File: src/rtl/cacheline_adaptor_pkg.sv
// Shared types and default geometry for the cache-line to pmem burst adaptor.
package cacheline_pkg;
   localparam int CACHE_LINE_WIDTH = 256;
   localparam int BURST_LEN        = 4;
   localparam int BURST_WIDTH      = CACHE_LINE_WIDTH / BURST_LEN;
   localparam int ADDR_WIDTH       = 32;

   typedef enum logic [1:0] {IDLE, READ, WRITE, DONE} adaptor_state_t;
   typedef logic [CACHE_LINE_WIDTH-1:0] line_t;
endpackage

File: src/rtl/cacheline_adaptor_if.sv
// Cache-side and pmem-side signals of the adaptor; master is the adaptor, slave is its environment.
interface cacheline_adaptor_if
   import cacheline_pkg::*;
#(
   parameter int CACHE_LINE_WIDTH = cacheline_pkg::CACHE_LINE_WIDTH,
   parameter int BURST_LEN        = cacheline_pkg::BURST_LEN,
   parameter int ADDR_WIDTH       = cacheline_pkg::ADDR_WIDTH
);
   localparam int BURST_WIDTH = CACHE_LINE_WIDTH / BURST_LEN;

   logic [CACHE_LINE_WIDTH-1:0] line_i;
   logic [CACHE_LINE_WIDTH-1:0] line_o;
   logic [ADDR_WIDTH-1:0]       address_i;
   logic                        read_i;
   logic                        write_i;
   logic                        resp_o;
   logic [BURST_WIDTH-1:0]      burst_i;
   logic [BURST_WIDTH-1:0]      burst_o;
   logic [ADDR_WIDTH-1:0]       address_o;
   logic                        read_o;
   logic                        write_o;
   logic                        resp_i;

   modport master (
      input  line_i, address_i, read_i, write_i, burst_i, resp_i,
      output line_o, resp_o, burst_o, address_o, read_o, write_o
   );

   modport slave (
      output line_i, address_i, read_i, write_i, burst_i, resp_i,
      input  line_o, resp_o, burst_o, address_o, read_o, write_o
   );
endinterface

File: src/rtl/cacheline_adaptor_burst_shifter.sv
// Line buffer and beat counter: serialises a loaded line into beats, or assembles beats into a line.
module burst_shifter
   import cacheline_pkg::*;
#(
   parameter int CACHE_LINE_WIDTH = cacheline_pkg::CACHE_LINE_WIDTH,
   parameter int BURST_LEN        = cacheline_pkg::BURST_LEN
) (
   input  logic                                   clk,
   input  logic                                   rst,
   input  logic                                   load,
   input  logic                                   clear,
   input  logic                                   shift,
   input  logic                                   capture,
   input  logic [CACHE_LINE_WIDTH-1:0]            line_in,
   input  logic [CACHE_LINE_WIDTH/BURST_LEN-1:0]  beat_in,
   output logic [CACHE_LINE_WIDTH/BURST_LEN-1:0]  beat_out,
   output logic [CACHE_LINE_WIDTH-1:0]            line_out,
   output logic                                   last
);
   localparam int BURST_WIDTH = CACHE_LINE_WIDTH / BURST_LEN;
   localparam int CNT_WIDTH   = $clog2(BURST_LEN) + 1;
   localparam logic [CNT_WIDTH-1:0] LAST_BEAT = CNT_WIDTH'(BURST_LEN - 1);

   logic [CACHE_LINE_WIDTH-1:0] buffer;
   logic [CACHE_LINE_WIDTH-1:0] buffer_next;
   logic [CNT_WIDTH-1:0]        cnt;

   assign last = (cnt == LAST_BEAT);

   always_comb begin
      buffer_next = buffer;
      beat_out    = '0;
      for (int b = 0; b < BURST_LEN; b++) begin
         if (cnt == CNT_WIDTH'(b)) begin
            beat_out = buffer[b*BURST_WIDTH +: BURST_WIDTH];
            if (shift && capture) begin
               buffer_next[b*BURST_WIDTH +: BURST_WIDTH] = beat_in;
            end
         end
      end
      if (load) begin
         buffer_next = line_in;
      end
   end

   // line_out is published together with the final beat so it is valid during the completion cycle
   always_ff @(posedge clk) begin
      if (!rst) begin
         buffer   <= '0;
         cnt      <= '0;
         line_out <= '0;
      end else begin
         buffer <= buffer_next;
         if (load || clear) begin
            cnt <= '0;
         end else if (shift) begin
            cnt <= cnt + 1'b1;
         end
         if (shift && capture && last) begin
            line_out <= buffer_next;
         end
      end
   end
endmodule

File: src/rtl/cacheline_adaptor.sv
// Turns one cache-line read/write request into a BURST_LEN-beat pmem burst, then pulses resp_o for one cycle.
module cacheline_adaptor
   import cacheline_pkg::*;
#(
   parameter int CACHE_LINE_WIDTH = cacheline_pkg::CACHE_LINE_WIDTH,
   parameter int BURST_LEN        = cacheline_pkg::BURST_LEN,
   parameter int ADDR_WIDTH       = cacheline_pkg::ADDR_WIDTH
) (
   input logic                 clk,
   input logic                 rst,
   cacheline_adaptor_if.master bus
);
   localparam int BURST_WIDTH = CACHE_LINE_WIDTH / BURST_LEN;
   localparam int OFFSET_BITS = $clog2(CACHE_LINE_WIDTH / 8);
   localparam logic [ADDR_WIDTH-1:0] ALIGN_MASK = ~ADDR_WIDTH'((1 << OFFSET_BITS) - 1);

   adaptor_state_t          state;
   adaptor_state_t          state_next;
   logic [ADDR_WIDTH-1:0]   addr_q;
   logic                    load;
   logic                    clear;
   logic                    shift;
   logic                    capture;
   logic                    last;
   logic [BURST_WIDTH-1:0]  beat_out;
   logic [CACHE_LINE_WIDTH-1:0] line_out;

   always_ff @(posedge clk) begin
      if (!rst) begin
         state  <= IDLE;
         addr_q <= '0;
      end else begin
         state <= state_next;
         if (load || clear) begin
            addr_q <= bus.address_i & ALIGN_MASK;
         end
      end
   end

   // Simultaneous read and write requests are ambiguous and left pending in IDLE
   always_comb begin
      state_next = state;
      load       = 1'b0;
      clear      = 1'b0;
      shift      = 1'b0;
      capture    = 1'b0;
      case (state)
         IDLE: begin
            if (bus.read_i && !bus.write_i) begin
               clear      = 1'b1;
               state_next = READ;
            end else if (bus.write_i && !bus.read_i) begin
               load       = 1'b1;
               state_next = WRITE;
            end
         end
         READ: begin
            capture = 1'b1;
            shift   = bus.resp_i;
            if (bus.resp_i && last) state_next = DONE;
         end
         WRITE: begin
            shift = bus.resp_i;
            if (bus.resp_i && last) state_next = DONE;
         end
         DONE:    state_next = IDLE;
         default: state_next = IDLE;
      endcase
   end

   burst_shifter #(
      .CACHE_LINE_WIDTH (CACHE_LINE_WIDTH),
      .BURST_LEN        (BURST_LEN)
   ) u_shifter (
      .clk      (clk),
      .rst      (rst),
      .load     (load),
      .clear    (clear),
      .shift    (shift),
      .capture  (capture),
      .line_in  (bus.line_i),
      .beat_in  (bus.burst_i),
      .beat_out (beat_out),
      .line_out (line_out),
      .last     (last)
   );

   assign bus.read_o    = (state == READ);
   assign bus.write_o   = (state == WRITE);
   assign bus.resp_o    = (state == DONE);
   assign bus.address_o = addr_q;
   assign bus.burst_o   = beat_out;
   assign bus.line_o    = line_out;
endmodule

File: src/flat_wrapper.sv
// flat-port wrapper written by rule: the top's interface ports become plain ports
module cacheline_adaptor_flat import cacheline_pkg::*;
#(
   parameter int CACHE_LINE_WIDTH = cacheline_pkg::CACHE_LINE_WIDTH,
   parameter int BURST_LEN        = cacheline_pkg::BURST_LEN,
   parameter int ADDR_WIDTH       = cacheline_pkg::ADDR_WIDTH
)
  (clk, rst, bus_line_i, bus_address_i, bus_read_i, bus_write_i, bus_burst_i, bus_resp_i, bus_line_o, bus_resp_o, bus_burst_o, bus_address_o, bus_read_o, bus_write_o);
  cacheline_adaptor_if #(.CACHE_LINE_WIDTH(CACHE_LINE_WIDTH), .BURST_LEN(BURST_LEN), .ADDR_WIDTH(ADDR_WIDTH)) bus_i ();
  input logic clk;
  input logic rst;
  input wire logic [$bits(bus_i.line_i)-1:0] bus_line_i;
  input wire logic [$bits(bus_i.address_i)-1:0] bus_address_i;
  input wire logic [$bits(bus_i.read_i)-1:0] bus_read_i;
  input wire logic [$bits(bus_i.write_i)-1:0] bus_write_i;
  input wire logic [$bits(bus_i.burst_i)-1:0] bus_burst_i;
  input wire logic [$bits(bus_i.resp_i)-1:0] bus_resp_i;
  output wire logic [$bits(bus_i.line_o)-1:0] bus_line_o;
  output wire logic [$bits(bus_i.resp_o)-1:0] bus_resp_o;
  output wire logic [$bits(bus_i.burst_o)-1:0] bus_burst_o;
  output wire logic [$bits(bus_i.address_o)-1:0] bus_address_o;
  output wire logic [$bits(bus_i.read_o)-1:0] bus_read_o;
  output wire logic [$bits(bus_i.write_o)-1:0] bus_write_o;
  assign bus_i.line_i = bus_line_i;
  assign bus_i.address_i = bus_address_i;
  assign bus_i.read_i = bus_read_i;
  assign bus_i.write_i = bus_write_i;
  assign bus_i.burst_i = bus_burst_i;
  assign bus_i.resp_i = bus_resp_i;
  assign bus_line_o = bus_i.line_o;
  assign bus_resp_o = bus_i.resp_o;
  assign bus_burst_o = bus_i.burst_o;
  assign bus_address_o = bus_i.address_o;
  assign bus_read_o = bus_i.read_o;
  assign bus_write_o = bus_i.write_o;
  cacheline_adaptor #(.CACHE_LINE_WIDTH(CACHE_LINE_WIDTH), .BURST_LEN(BURST_LEN), .ADDR_WIDTH(ADDR_WIDTH)) u_core (.clk(clk), .rst(rst), .bus(bus_i));
endmodule
File: config.mk
export PLATFORM = sky130hd
export DESIGN_NAME = cacheline_adaptor_flat
export DESIGN_NICKNAME = d
export VERILOG_FILES = /design/src/rtl/cacheline_adaptor_pkg.sv /design/src/rtl/cacheline_adaptor_if.sv /design/src/rtl/cacheline_adaptor_burst_shifter.sv /design/src/rtl/cacheline_adaptor.sv /design/src/flat_wrapper.sv
export SDC_FILE = /design/constraint.sdc
export NUM_CORES = 1
export LEC_CHECK = 0
export ABC_CLOCK_PERIOD_IN_PS = 4200
export CAP_MARGIN = 25
export CORE_AREA = 2 2 363 275
export CTS_CLUSTER_DIAMETER = 60
export CTS_CLUSTER_SIZE = 16
export DETAILED_ROUTE_END_ITERATION = 12
export DIE_AREA = 0 0 365 277
export GPL_TIMING_DRIVEN = 0
export MAX_ROUTING_LAYER = met4
export PLACE_DENSITY = 0.55
export SLEW_MARGIN = 15
export SYNTH_ARGS = -nofsm -noshare
export SYNTH_HDL_FRONTEND = slang
export SYNTH_SLANG_ARGS = --single-unit
File: constraint.sdc
create_clock -name clk -period 4.2 [get_ports clk]
set_input_delay 0.84 -clock clk [delete_from_list [all_inputs] [get_ports clk]]
set_output_delay 0.84 -clock clk [all_outputs]
set_load 0.05 [all_outputs]
==> flow_summary.rst, run 1 <==
.. list-table::
   :header-rows: 1

   * - Metric
     - Value
   * - Outcome
     - finished, final reports clean
   * - Routing layer with the top usage in global route
     - met2
   * - Per-cell routed wire length
     - 27.5 um
   * - Reg2reg setup slack
     - 1560 ps
   * - Buffer depth of the longest clock path
     - 3
   * - Worst slew slack as a fraction of its limit
     - 36.5%
   * - Maximum fanout count along the critical path
     - 10
   * - Dominant combinational cell family by area after synthesis
     - compound AO/OA/AOI/OAI gates
   * - Highest clock frequency the design can meet
     - 0.240 GHz
   * - Routed vias/inst
     - 5.45
   * - Post-synth ARST share
     - 0%
   * - Launch point of the worst reg-to-reg path
     - u_core.u_shifter.cnt[0]$_SDFFE_PP0P_
   * - Post-detailed-placement half-perimeter wirelength
     - 105 mm
   * - H-tree Lvls
     - 2
   * - Synth Flop Type
     - sky130_fd_sc_hd__dfxtp_1
   * - Die span in x
     - 365 um
   * - Peak supply drop
     - 0.290 mV
   * - Minimum period implied by the final worst setup slack
     - 4160 ps
   * - Core Area
     - 98100 um^2
   * - Area share of xor/xnor cells in the synthesized design
     - 0.139%
   * - Detail Route Antenna Nets
     - 0
   * - Met2 Track Usage GR
     - 40.6%
   * - Pins over their slew limit
     - 0
   * - Number of global-route vias before repair
     - 25500
   * - Min-Delay Startpoint
     - u_core.u_shifter.buffer[222]$_SDFF_PN0_
   * - Count of fill cells added during filler insertion
     - 10400
   * - Clock slew seen by the registers of the worst setup and hold paths
     - 70 ps
   * - Sink Count
     - 544
   * - Max cap viols
     - 0
   * - Critical path start-end classification
     - flop to primary output
   * - Simple-gate portion of the synthesized area
     - 13.0%
   * - Period utilization
     - 99.1%
   * - Final global-route overflow total
     - 0
   * - Final core utilization
     - 35.2%
   * - Insertion delay to the later sink of the worst-skew pair
     - 620 ps
   * - Global-route wire length before repair
     - 192 mm
   * - Number of nets in the finished design
     - 4041
   * - Non-Filler Instances
     - 5046
   * - Weighted congestion at the end of routability-driven global placement
     - 0.938
   * - Most area-hungry cell type in the Yosys netlist
     - sky130_fd_sc_hd__dfxtp_1
   * - Grt met1 use
     - 36.2%
   * - Most prevalent standard cell on the critical path
     - sky130_fd_sc_hd__ha_1
   * - Worst setup timing slack at the placement stage
     - -161 ps
   * - Total Die Area
     - 101000 um^2
   * - Fin Clk Skew
     - 17.7 ps
   * - Number of antenna violations at the first check in global routing
     - 20
   * - Via total after detailed routing
     - 27500
   * - Cell with the most instances after synthesis
     - sky130_fd_sc_hd__dfxtp_1
   * - Total CTS buffers
     - 50
   * - I/O Pins
     - 712
   * - Number of buffers inserted by port buffering
     - 700
   * - Clock tree from TritonCTS
     - yes
   * - Areal power density over the cells
     - 448 nW/um^2
   * - Critical path's largest stage delay
     - 430 ps
   * - Initial core utilization
     - 24.7%
   * - Critical path, cell by cell
     - ha_1 -> ha_1 -> nor2_4 -> buf_8 -> clkbuf_1 -> o21ai_0 -> o21ai_1 -> clkdlybuf4s15_2
   * - Sequential cell area fraction in the yosys report
     - 44.9%
   * - Data arrival at the endpoint of the critical path
     - 3320 ps
   * - Required time reported for the critical path endpoint
     - 3360 ps
   * - Placed cell count
     - 4948
   * - Fraction of final layout cells with drive strength greater than 1
     - 7.62%
   * - Leakage power of the design
     - 13.4 nW
   * - Routed wire length
     - 139 mm
   * - Multiplexer area fraction after synthesis
     - 8.09%
   * - Pre-antenna DRT Iters
     - 6
   * - Tot GR Track Use
     - 26.9%
   * - Number of setup violations in the final report
     - 0
   * - Avg Cell Area, Syn
     - 8.32 um^2
   * - Number of instances in the synthesized netlist
     - 2915
   * - Library cells used by synthesis
     - 33
   * - Post-CTS Repair Setup Buffers
     - 0
   * - Min-Delay Path Class
     - flop to flop
   * - Setup repair after global routing missed its margin
     - true
   * - Share of the synthesized area in compound gates (AO/OA/AOI/OAI)
     - 27.2%
   * - Worst-path cell with the longest stage delay
     - sky130_fd_sc_hd__clkdlybuf4s15_2
   * - Area growth from synthesis to layout
     - 42.4%
   * - Portion of synthesized cell area occupied by the leading cell type
     - 44.9%
   * - Actual transition at the worst max-transition pin
     - 952 ps
   * - CP startpoint
     - u_core.u_shifter.cnt[0]$_SDFFE_PP0P_
   * - Total of hold buffers inserted after clock tree synthesis
     - 0
   * - Number of failing hold endpoints at the final stage
     - 0
   * - Critical Path Start Type
     - flop
   * - Total standard cell area after synthesis
     - 24300 um^2
   * - Vertical die dimension
     - 277 um
   * - Synthesis-stage register bit count
     - 544
   * - Number of synthesized flops with an enable pin
     - 0
   * - Adder-cell share of the synthesized area
     - 0.516%
   * - Cell types occupying the most area after synthesis
     - sky130_fd_sc_hd__dfxtp_1 45%, sky130_fd_sc_hd__o21ai_0 9.8%, sky130_fd_sc_hd__mux2i_1 8.0%, sky130_fd_sc_hd__nand2_1 8.0%, sky130_fd_sc_hd__o221ai_1 6.9%
   * - Final setup margin
     - 39.6 ps
   * - Yosys Warn Count
     - 0
   * - Crit end category
     - primary output
   * - Row count
     - 100
   * - Pin count of the biggest net entering global routing
     - 17
   * - Fraction of met3 tracks used by global routing
     - 4.94%
   * - Post-detailed-route DRC marker count
     - 0
   * - Top cells by instance count after synthesis
     - 544 x sky130_fd_sc_hd__dfxtp_1, 518 x sky130_fd_sc_hd__nand2_1, 476 x sky130_fd_sc_hd__o21ai_0, 220 x sky130_fd_sc_hd__nand3_1, 195 x sky130_fd_sc_hd__mux2i_1
   * - Cell at the root of the clock tree
     - sky130_fd_sc_hd__clkbuf_16
   * - DRC violation total after the first TritonRoute iteration
     - 3351
[critical path, delay by kind of cell (launching register included)]
kind                       cells  cell delay [ps]
adders and majority gates      2              470
DFF                            1              360
AOI/OAI and AO/OA              2              570
buffers and inverters          3             1030
and+or+nand+nor                1              240
[logic make-up after synthesis]
logic type / count (synthesis)
AO/OA/AOI/OAI: 1080
XOR/XNOR: 3
adder cells (fa/ha/maj): 10
buffers and inverters: 327
flip-flops: 544
multiplexers: 196
other: 1
AND/OR/NAND/NOR: 754
[report_power, final]
| group | internal (mW) | switching [mW] | total [mW] |
|---|---|---|---|
| Sequential | 5.68 | 0.319 | 6.00 |
| Clock | 2.54 | 2.37 | 4.91 |
| Combinational | 1.36 | 3.20 | 4.55 |
[through the flow]
stage | total power [mW] | setup TNS (ps) | cell area, um^2 | hold slack [ps]
2_1_floorplan | 8.63 | 0 | 24300 | 451
3_3_place_gp | 10.7 | -34710 | 32900 | 461
3_5_place_dp | 10.7 | -256 | 33000 | 465
4_1_cts | 15.5 | 0 | 34600 | 475
5_1_grt | 16.0 | -72.8 | 34500 | 497
6_report | 15.5 | 0 | 34500 | 474
[per-layer routing]
metal / vias to the layer above / share of wire, %
met3: 178 / 8.3
met4: 0 / 3.0
met2: 1534 / 45
li1: 12200 / -
met1: 13600 / 44
met5: - / 0
[registers in the layout, summed over array words and instances, names as in the netlist]
name                       count
u_core.u_shifter.cnt           3
u_core.bus.address_o          27
u_core.state                   2
u_core.u_shifter.buffer      256
u_core.u_shifter.line_out    256
[cell usage in the layout (no fill, tap or decap), drive strengths merged, types with 10 or more instances in the layout]
master         Yosys  layout
ha                10      10
o21ai            476     476
a21oi            192     192
nand2            518     518
mux2i            195     195
dfxtp            544     544
a31oi            128     128
a21boi            27      27
inv                6      18
clkdlybuf4s50      0     639
dlygate4sd2        0      18
clkbuf           188     278
buf              132     134
diode              0      19
nand3            221     221
o221ai           192     192
a221oi            64      64
[path summary, 6_finish.rpt]
kind / endpoint / cells after the start
setup reg to reg: u_core.u_shifter.line_out[59]$_SDFFE_PN0P_ / 8
hold reg to reg: u_core.u_shifter.buffer[222]$_SDFF_PN0_ / 2
setup / recovery: bus_burst_o[28] / 8
hold / removal: u_core.u_shifter.buffer[222]$_SDFF_PN0_ / 2
[cell type report]
type | instances | area [um^2] | share of cell area (%)
Clock buffer | 55 | 1300 | 3.77
Tap cell | 1326 | 1660 | 4.80
Buffer | 320 | 1500 | 4.35
Sequential cell | 544 | 10900 | 31.5
Multi-Input combinational cell | 2048 | 11900 | 34.5
Inverter | 7 | 27.5 | 0.0797
Timing Repair Buffer | 703 | 6880 | 19.9
Clock inverter | 24 | 327 | 0.945
Antenna cell | 19 | 47.5 | 0.138
[what timing repair did]
item	CTS	global route
gates resized for setup	106	115
hold endpoints to repair	0	0
setup endpoints to repair	62	51
pin swaps	0	0
Note: power is estimated with default switching activity, not from simulation.
==> run 2: changes to the inputs <==
SLEW_MARGIN = 40   (was 15)
==> flow_summary.rst, run 2 (synthesis results as in run 1) <==
.. list-table::
   :header-rows: 1

   * - Metric
     - Value
   * - Required time reported for the critical path endpoint
     - 3360 ps (about the same)
   * - Number of buffers inserted by port buffering
     - 700 (unchanged)
   * - Number of instances on the worst hold path
     - 2 (unchanged)
   * - Min-Delay Path Class
     - flop to flop
   * - Die span in x
     - 365 um (unchanged)
   * - Cell internal power dissipation
     - 9.95 mW (+3.9%)
   * - Setup TNS after final layout
     - 0 ps (unchanged)
   * - Final global-route overflow total
     - 0 (unchanged)
   * - Fraction of final layout cells with drive strength greater than 1
     - 8.01% (+0.39 points)
   * - Leakage power of the design
     - 13.6 nW (+1.2%)
   * - Worst-path cell with the longest stage delay
     - sky130_fd_sc_hd__dlygate4sd2_1
   * - Critical path's largest stage delay
     - 580 ps (+150 ps)
   * - Detail Route Antenna Nets
     - 0 (unchanged)
   * - Highest clock frequency the design can meet
     - 0.242 GHz (+0.89%)
   * - Most prevalent standard cell on the critical path
     - sky130_fd_sc_hd__clkbuf_2
   * - Area growth from synthesis to layout
     - 43.7%
   * - Total Die Area
     - 101000 um^2 (unchanged)
   * - Most frequent cells in the layout
     - 639 x sky130_fd_sc_hd__clkdlybuf4s50_1, 544 x sky130_fd_sc_hd__dfxtp_1, 518 x sky130_fd_sc_hd__nand2_1
   * - Number of setup violations in the final report
     - 0 (unchanged)
   * - Core Area
     - 98100 um^2 (unchanged)
   * - Fin Clk Skew
     - 25.9 ps (+8.24 ps)
   * - Critical path start-end classification
     - flop to primary output
   * - CP delay by family, top
     - buffers and inverters
   * - Pin count of the biggest net entering global routing
     - 17 (unchanged)
   * - Clock share of power
     - 33.2% (+1.5 points)
   * - Hold slack
     - 475 ps (+0.309 ps)
   * - Via total after detailed routing
     - 27500 (-0.051%)
   * - Total CTS buffers
     - 50 (unchanged)
   * - Peak supply drop
     - 0.318 mV (+9.6%)
   * - Crit end category
     - primary output
   * - Most common library cell in the layout ignoring fill and taps
     - sky130_fd_sc_hd__clkdlybuf4s50_1
   * - Buffer and inverter count on the worst path
     - 5 (+2)
   * - Power share of the sequential group
     - 37.9% (-0.9 points)
   * - Depth of the critical timing path with buffers and inverters included
     - 8 (unchanged)
   * - Sink Count
     - 544 (unchanged)
   * - Row count
     - 100 (unchanged)
   * - Per-cell routed wire length
     - 27.4 um (about the same)
   * - I/O Pins
     - 712 (unchanged)
   * - Switching Fraction
     - 37.1% (-0.96 points)
   * - Number of failing hold endpoints at the final stage
     - 0 (unchanged)
   * - Weighted congestion at the end of routability-driven global placement
     - 0.938 (unchanged)
   * - Minimum period implied by the final worst setup slack
     - 4120 ps (-36.6 ps)
   * - Max cap viols
     - 0 (unchanged)
   * - Total of hold buffers inserted after clock tree synthesis
     - 0 (unchanged)
   * - Pre-antenna DRT Iters
     - 6 (unchanged)
   * - Routed wire length
     - 139 mm (about the same)
   * - Post-detailed-placement half-perimeter wirelength
     - 106 mm (+0.58%)
   * - Number of global-route vias before repair
     - 25600 (+0.37%)
   * - Reg2reg setup slack
     - 1520 ps (-40 ps)
   * - Clock tree from TritonCTS
     - yes
   * - Routed vias/inst
     - 5.44 (-0.23%)
   * - Period utilization
     - 98.2% (-0.87 points)
   * - Actual transition at the worst max-transition pin
     - 898 ps (-54.3 ps)
   * - H-tree Lvls
     - 2 (unchanged)
   * - Data arrival at the endpoint of the critical path
     - 3280 ps (-40 ps)
   * - Vertical die dimension
     - 277 um (unchanged)
   * - Count of fill cells added during filler insertion
     - 10300 (-0.70%)
   * - DRC violation total after the first TritonRoute iteration
     - 3262 (-2.7%)
   * - Pins over their slew limit
     - 0 (unchanged)
   * - Critical Path Start Type
     - flop
   * - Setup repair after global routing missed its margin
     - true
   * - Switching component of the power
     - 5.87 mW (-0.27%)
   * - Maximum fanout count along the critical path
     - 10 (unchanged)
   * - Worst R2R Path Depth
     - 8 (unchanged)
   * - Initial core utilization
     - 24.7% (unchanged)
   * - Post-layout power
     - 15.8 mW (+2.3%)
   * - Tot GR Track Use
     - 26.9% (+0.045 points)
   * - Cell at the root of the clock tree
     - sky130_fd_sc_hd__clkbuf_16
   * - Clock slew seen by the registers of the worst setup and hold paths
     - 70 ps (about the same)
   * - Fraction of power consumed by combinational cells
     - 28.9% (-0.5 points)
   * - Number of nets in the finished design
     - 4043 (+0.049%)
   * - Insertion delay to the later sink of the worst-skew pair
     - 620 ps (about the same)
   * - Post-detailed-route DRC marker count
     - 0 (unchanged)
   * - Number of antenna violations at the first check in global routing
     - 17 (-15%)
   * - Areal power density over the cells
     - 454 nW/um^2 (+1.4%)
   * - Buffer depth of the longest clock path
     - 3 (unchanged)
   * - Worst slew slack as a fraction of its limit
     - 40.1% (+3.6 points)
   * - Post-CTS Repair Setup Buffers
     - 0 (unchanged)
   * - Critical path, cell by cell
     - inv_1 -> ha_1 -> clkbuf_2 -> buf_16 -> clkbuf_2 -> a221oi_1 -> o21ai_0 -> dlygate4sd2_1
   * - Global-route wire length before repair
     - 193 mm (+0.16%)
   * - Outcome
     - finished, final reports clean
run 2: cell count changes in the layout (fill, tap and decap cells not counted), sizes merged:
| cell | change |
|---|---|
| clkinvlp | -1 |
| dlygate4sd2 | -4 |
| buf | +3 |
| dlygate4sd1 | +3 |
| bufinv | +3 |
| inv | -2 |
| diode | +1 |
| clkinv | -2 |
| dlymetal6s2s | +1 |
| clkdlybuf4s15 | +4 |
| clkbuf | +3 |
run 2: worst reg2reg max path: stages (launching register included):
cell	delay, ps
sky130_fd_sc_hd__dfxtp_1	360
sky130_fd_sc_hd__ha_1	220
sky130_fd_sc_hd__ha_1	250
sky130_fd_sc_hd__and3_1	170
sky130_fd_sc_hd__buf_2	190
sky130_fd_sc_hd__nand2_1	120
sky130_fd_sc_hd__buf_2	600
sky130_fd_sc_hd__buf_2	460
sky130_fd_sc_hd__o221ai_1	180
run 2: cell type report:
type	instances	area, um^2	share of cell area (%)
Antenna cell	20	50.0	0.144
Buffer	319	1500	4.31
Clock buffer	63	1430	4.11
Clock inverter	22	372	1.07
Inverter	7	27.5	0.0790
Multi-Input combinational cell	2048	11900	34.2
Sequential cell	544	10900	31.2
Tap cell	1326	1660	4.76
Timing Repair Buffer	706	7010	20.1
run 2: repair_timing:
item,4_1_cts,5_1_grt
setup endpoints to repair,62,53
pin swaps,0,0
resized for setup,112,112
run 2: worst paths after layout:
| kind | to | start |
|---|---|---|
| max | bus_burst_o[59] | u_core.u_shifter.cnt[0]$_SDFFE_PP0P_ |
| min | u_core.bus.address_o[18]$_SDFFE_PN0P_ | u_core.bus.address_o[18]$_SDFFE_PN0P_ |
| max reg2reg | u_core.u_shifter.line_out[52]$_SDFFE_PN0P_ | u_core.u_shifter.cnt[0]$_SDFFE_PP0P_ |
| min reg2reg | u_core.bus.address_o[18]$_SDFFE_PN0P_ | u_core.bus.address_o[18]$_SDFFE_PN0P_ |
run 2: power by group through the flow:
stage          clock network, mW  logic (mW)  registers (mW)
2_1_floorplan                  0        2.46            6.16
3_3_place_gp                   0        4.62            6.09
3_5_place_dp                   0        4.62            6.10
4_1_cts                     5.30        4.53            5.99
5_1_grt                     5.49        4.82            6.04
6_report                    5.25        4.57            6.00
run 2: layer usage:
metal | up-vias | track usage (%) | part of all wire, %
li1 | 12300 | - | -
met1 | 13600 | 36.5 | 43
met2 | 1450 | 40.8 | 45
met3 | 202 | 4.91 | 8.8
met4 | 0 | 7.70 | 2.9
met5 | - | - | 0
run 2: stage by stage:
stage,cell area [um^2],utilization (%),worst slack [ps],std cells
2_1_floorplan,24300,-,876,2919
3_3_place_gp,32900,33.6,-942,4945
3_5_place_dp,33100,33.8,-171,4951
4_1_cts,34900,35.6,-128,5036
5_1_grt,34800,35.5,-1.35,5043
6_report,34900,35.5,76.2,5055
==> patch: new RTL, settings of run 2 <==
`ADDR_WIDTH`: 32 -> 36.
--- a/src/rtl/cacheline_adaptor_pkg.sv
+++ b/src/rtl/cacheline_adaptor_pkg.sv
@@ -5,3 +5,3 @@
    localparam int BURST_WIDTH      = CACHE_LINE_WIDTH / BURST_LEN;
-   localparam int ADDR_WIDTH       = 32;
+   localparam int ADDR_WIDTH       = 36;
 
Interface: changed (resized bus_address_i and bus_address_o); port bits go from 712 to 720. No check against the original RTL was run, so the function may have changed too.
==> patch against run 2 <==
  * Setup slack lost 0.043 ns
  * Non-clock buffer count grew 15
  * Area after synthesis grew 2.6%
  * Maximum frequency decreased by 1.0%
  * Critical path type unchanged
  * Sequential share of layout area down 0.36 points
  * Largest power group unchanged
  * Critical endpoint is now bus_burst_o[20]
  * Cell area is 1.9% higher
  * Sequential cell count rose by 4
  * Wire length up 2.9%
  * Power is 0.55% higher
  * Clock skew fell by 0.0033 ns
==> patch: results (changes against run 2) <==
IO Port Bufs=708 (+1.1%); vias per cell=5.45 (about the same); hold wc startpoint=u_core.bus.address_o[7]; Cells after Synth=2936 (+0.72%); TritonCTS buffer count=50 (unchanged); r2r setup slk=1.51 ns; Worst path max stage delay=0.49 ns (-0.09 ns); WHS=0.475 ns (+0.000384 ns); vias in the first global route=26453 (+3.5%); worst path arrival time=3.33 ns (+0.05 ns); top post-synthesis cells by area=dfxtp_1 (44%), o21ai_0 (9.6%), mux2i_1 (7.8%); max_slew headroom=0.391 (-0.0105); Hold Path End=u_core.bus.address_o[7]; gp weighted congestion=0.912 (-2.8%); worst clock skew=0.0226 ns (-0.00335 ns); Commonest cells post-synth=dfxtp_1 (548), nand2_1 (518), o21ai_0 (480), nand3_1 (224), mux2i_1 (195); Max H-tree Level=2 (unchanged); Seq/Total Area, Yosys=0.441 (-0.00829); Root Driver=clkbuf_16; max-cap viol count=0 (unchanged); switching power=6.00 mW (+2.3%); Pre-Repair DR Iteration Count=5 (-1); Lkg Pwr=13.7 nW (+1.1%); status=finished, final reports clean; Detailed Place HPWL=108 mm (+2.4%); Area after DPL=33800 sq um (+2.0%); YS warnings=0 (unchanged); NumNets Final=4078 (+0.87%); R2R Path Start=u_core.state[1]; crit-path max FO=10 (unchanged); post-place setup slack=-0.134 ns (+0.0366 ns); Netlist cell types=34 (+3.0%); gr usage total=0.277 (+0.00715); Max VDD drop=0.276 mV (-13%); initial drt markers=3295 (+1.0%); final setup TNS=0 ns (unchanged); CTS clk-pin slew, worst paths=0.07 ns (about the same); Placed Cells=4979 (+0.57%); Layout Cells excl Fill=5079 (+0.47%); WHS Path Cells=2 (unchanged); WL final=143 mm (+2.9%); first-pass GRT wire length=198 mm (+2.6%); kind of cell adding the most delay to the critical path=buffers and inverters; R2R Path End=u_core.u_shifter.buffer[125]; CP max-delay cell=a221oi_1; antenna violations before repair=22 (+5); worst skew pair latency=0.62 ns (about the same); ys async rst share=0 (unchanged); clock buffer depth=3 (unchanged); largest net degree at the start of global routing=17 (unchanged); fraction of layout cells with a size suffix above 1=0.0929 (+0.0128); Reg2Reg Depth=8 (unchanged); worst min path class=reg2reg
-- patch: changes by cell type after synthesis, moves of 8 or more --
cell	delta
o221ai_2	+60
a21boi_0	+11
buf_1	+8
o221ai_1	-60
buf_4	+10
buf_2	-21
buf_6	+12
-- patch: cell families (layout without fill, tap and decap cells) --
kind of cell,count (synthesis),after routing,synth area share
AO/OA/AOI/OAI,1088,1088,0.282
XOR/XNOR,3,3,0.00106
adder cells (fa/ha/maj),10,10,0.00502
buffers and inverters,332,1128,0.0646
flip-flops,548,548,0.441
multiplexers,196,196,0.0788
other,1,22,0.000151
AND/OR/NAND/NOR,758,758,0.128
-- patch: layout make-up --
| type | count | area (sq um) |
|---|---|---|
| clock buffers | 54 | 1330 |
| multi-input cells | 2060 | 12300 |
| repair buffers | 716 | 7130 |
| flip-flops and latches | 548 | 11000 |
| clock inverters | 27 | 398 |
| plain buffers | 324 | 1620 |
| inverters | 7 | 27.5 |
| diodes | 17 | 42.5 |
| fillers | 10270 | 62600 |
| well taps | 1326 | 1660 |
-- patch: timing repair --
action,CTS,global route
setup buffers,2,0
gates resized for setup,111,91
setup endpoints to repair,62,59
hold endpoints to repair,0,0
pin swaps,1,0
-- patch: worst max path at each step --
stage / start / to / slack (ns)
2_1_floorplan: u_core.u_shifter.cnt[0] / bus_burst_o[10] / 0.88
3_3_place_gp: u_core.u_shifter.cnt[0] / bus_burst_o[26] / -1.37
3_5_place_dp: u_core.u_shifter.cnt[0] / bus_burst_o[26] / -0.13
4_1_cts: u_core.u_shifter.cnt[0] / bus_burst_o[17] / 0.0007
5_1_grt: u_core.u_shifter.cnt[0] / bus_burst_o[21] / -0.03
6_report: u_core.u_shifter.cnt[0] / bus_burst_o[20] / 0.03
-- patch: power groups by stage --
stage | sequential [mW] | combinational [mW] | clock, mW
3_3_place_gp | 6.16 | 4.68 | 0
2_1_floorplan | 6.24 | 2.51 | 0
6_report | 6.07 | 4.68 | 5.16
4_1_cts | 6.05 | 4.62 | 5.18
3_5_place_dp | 6.16 | 4.72 | 0
5_1_grt | 6.12 | 4.94 | 5.36
-- patch: worst min-delay path: cells and delay by family, from the launching register on --
kind,cells,cell delay (ns)
compound gates,2,0.12
flops,1,0.31
-- patch: routing by layer --
layer | share of wire | global-route usage | vias to the layer above
li1 | - | - | 12343
met1 | 0.43 | 0.364 | 13596
met2 | 0.44 | 0.418 | 1498
met3 | 0.10 | 0.0649 | 222
met4 | 0.032 | 0.0848 | 0
met5 | 0 | - | -
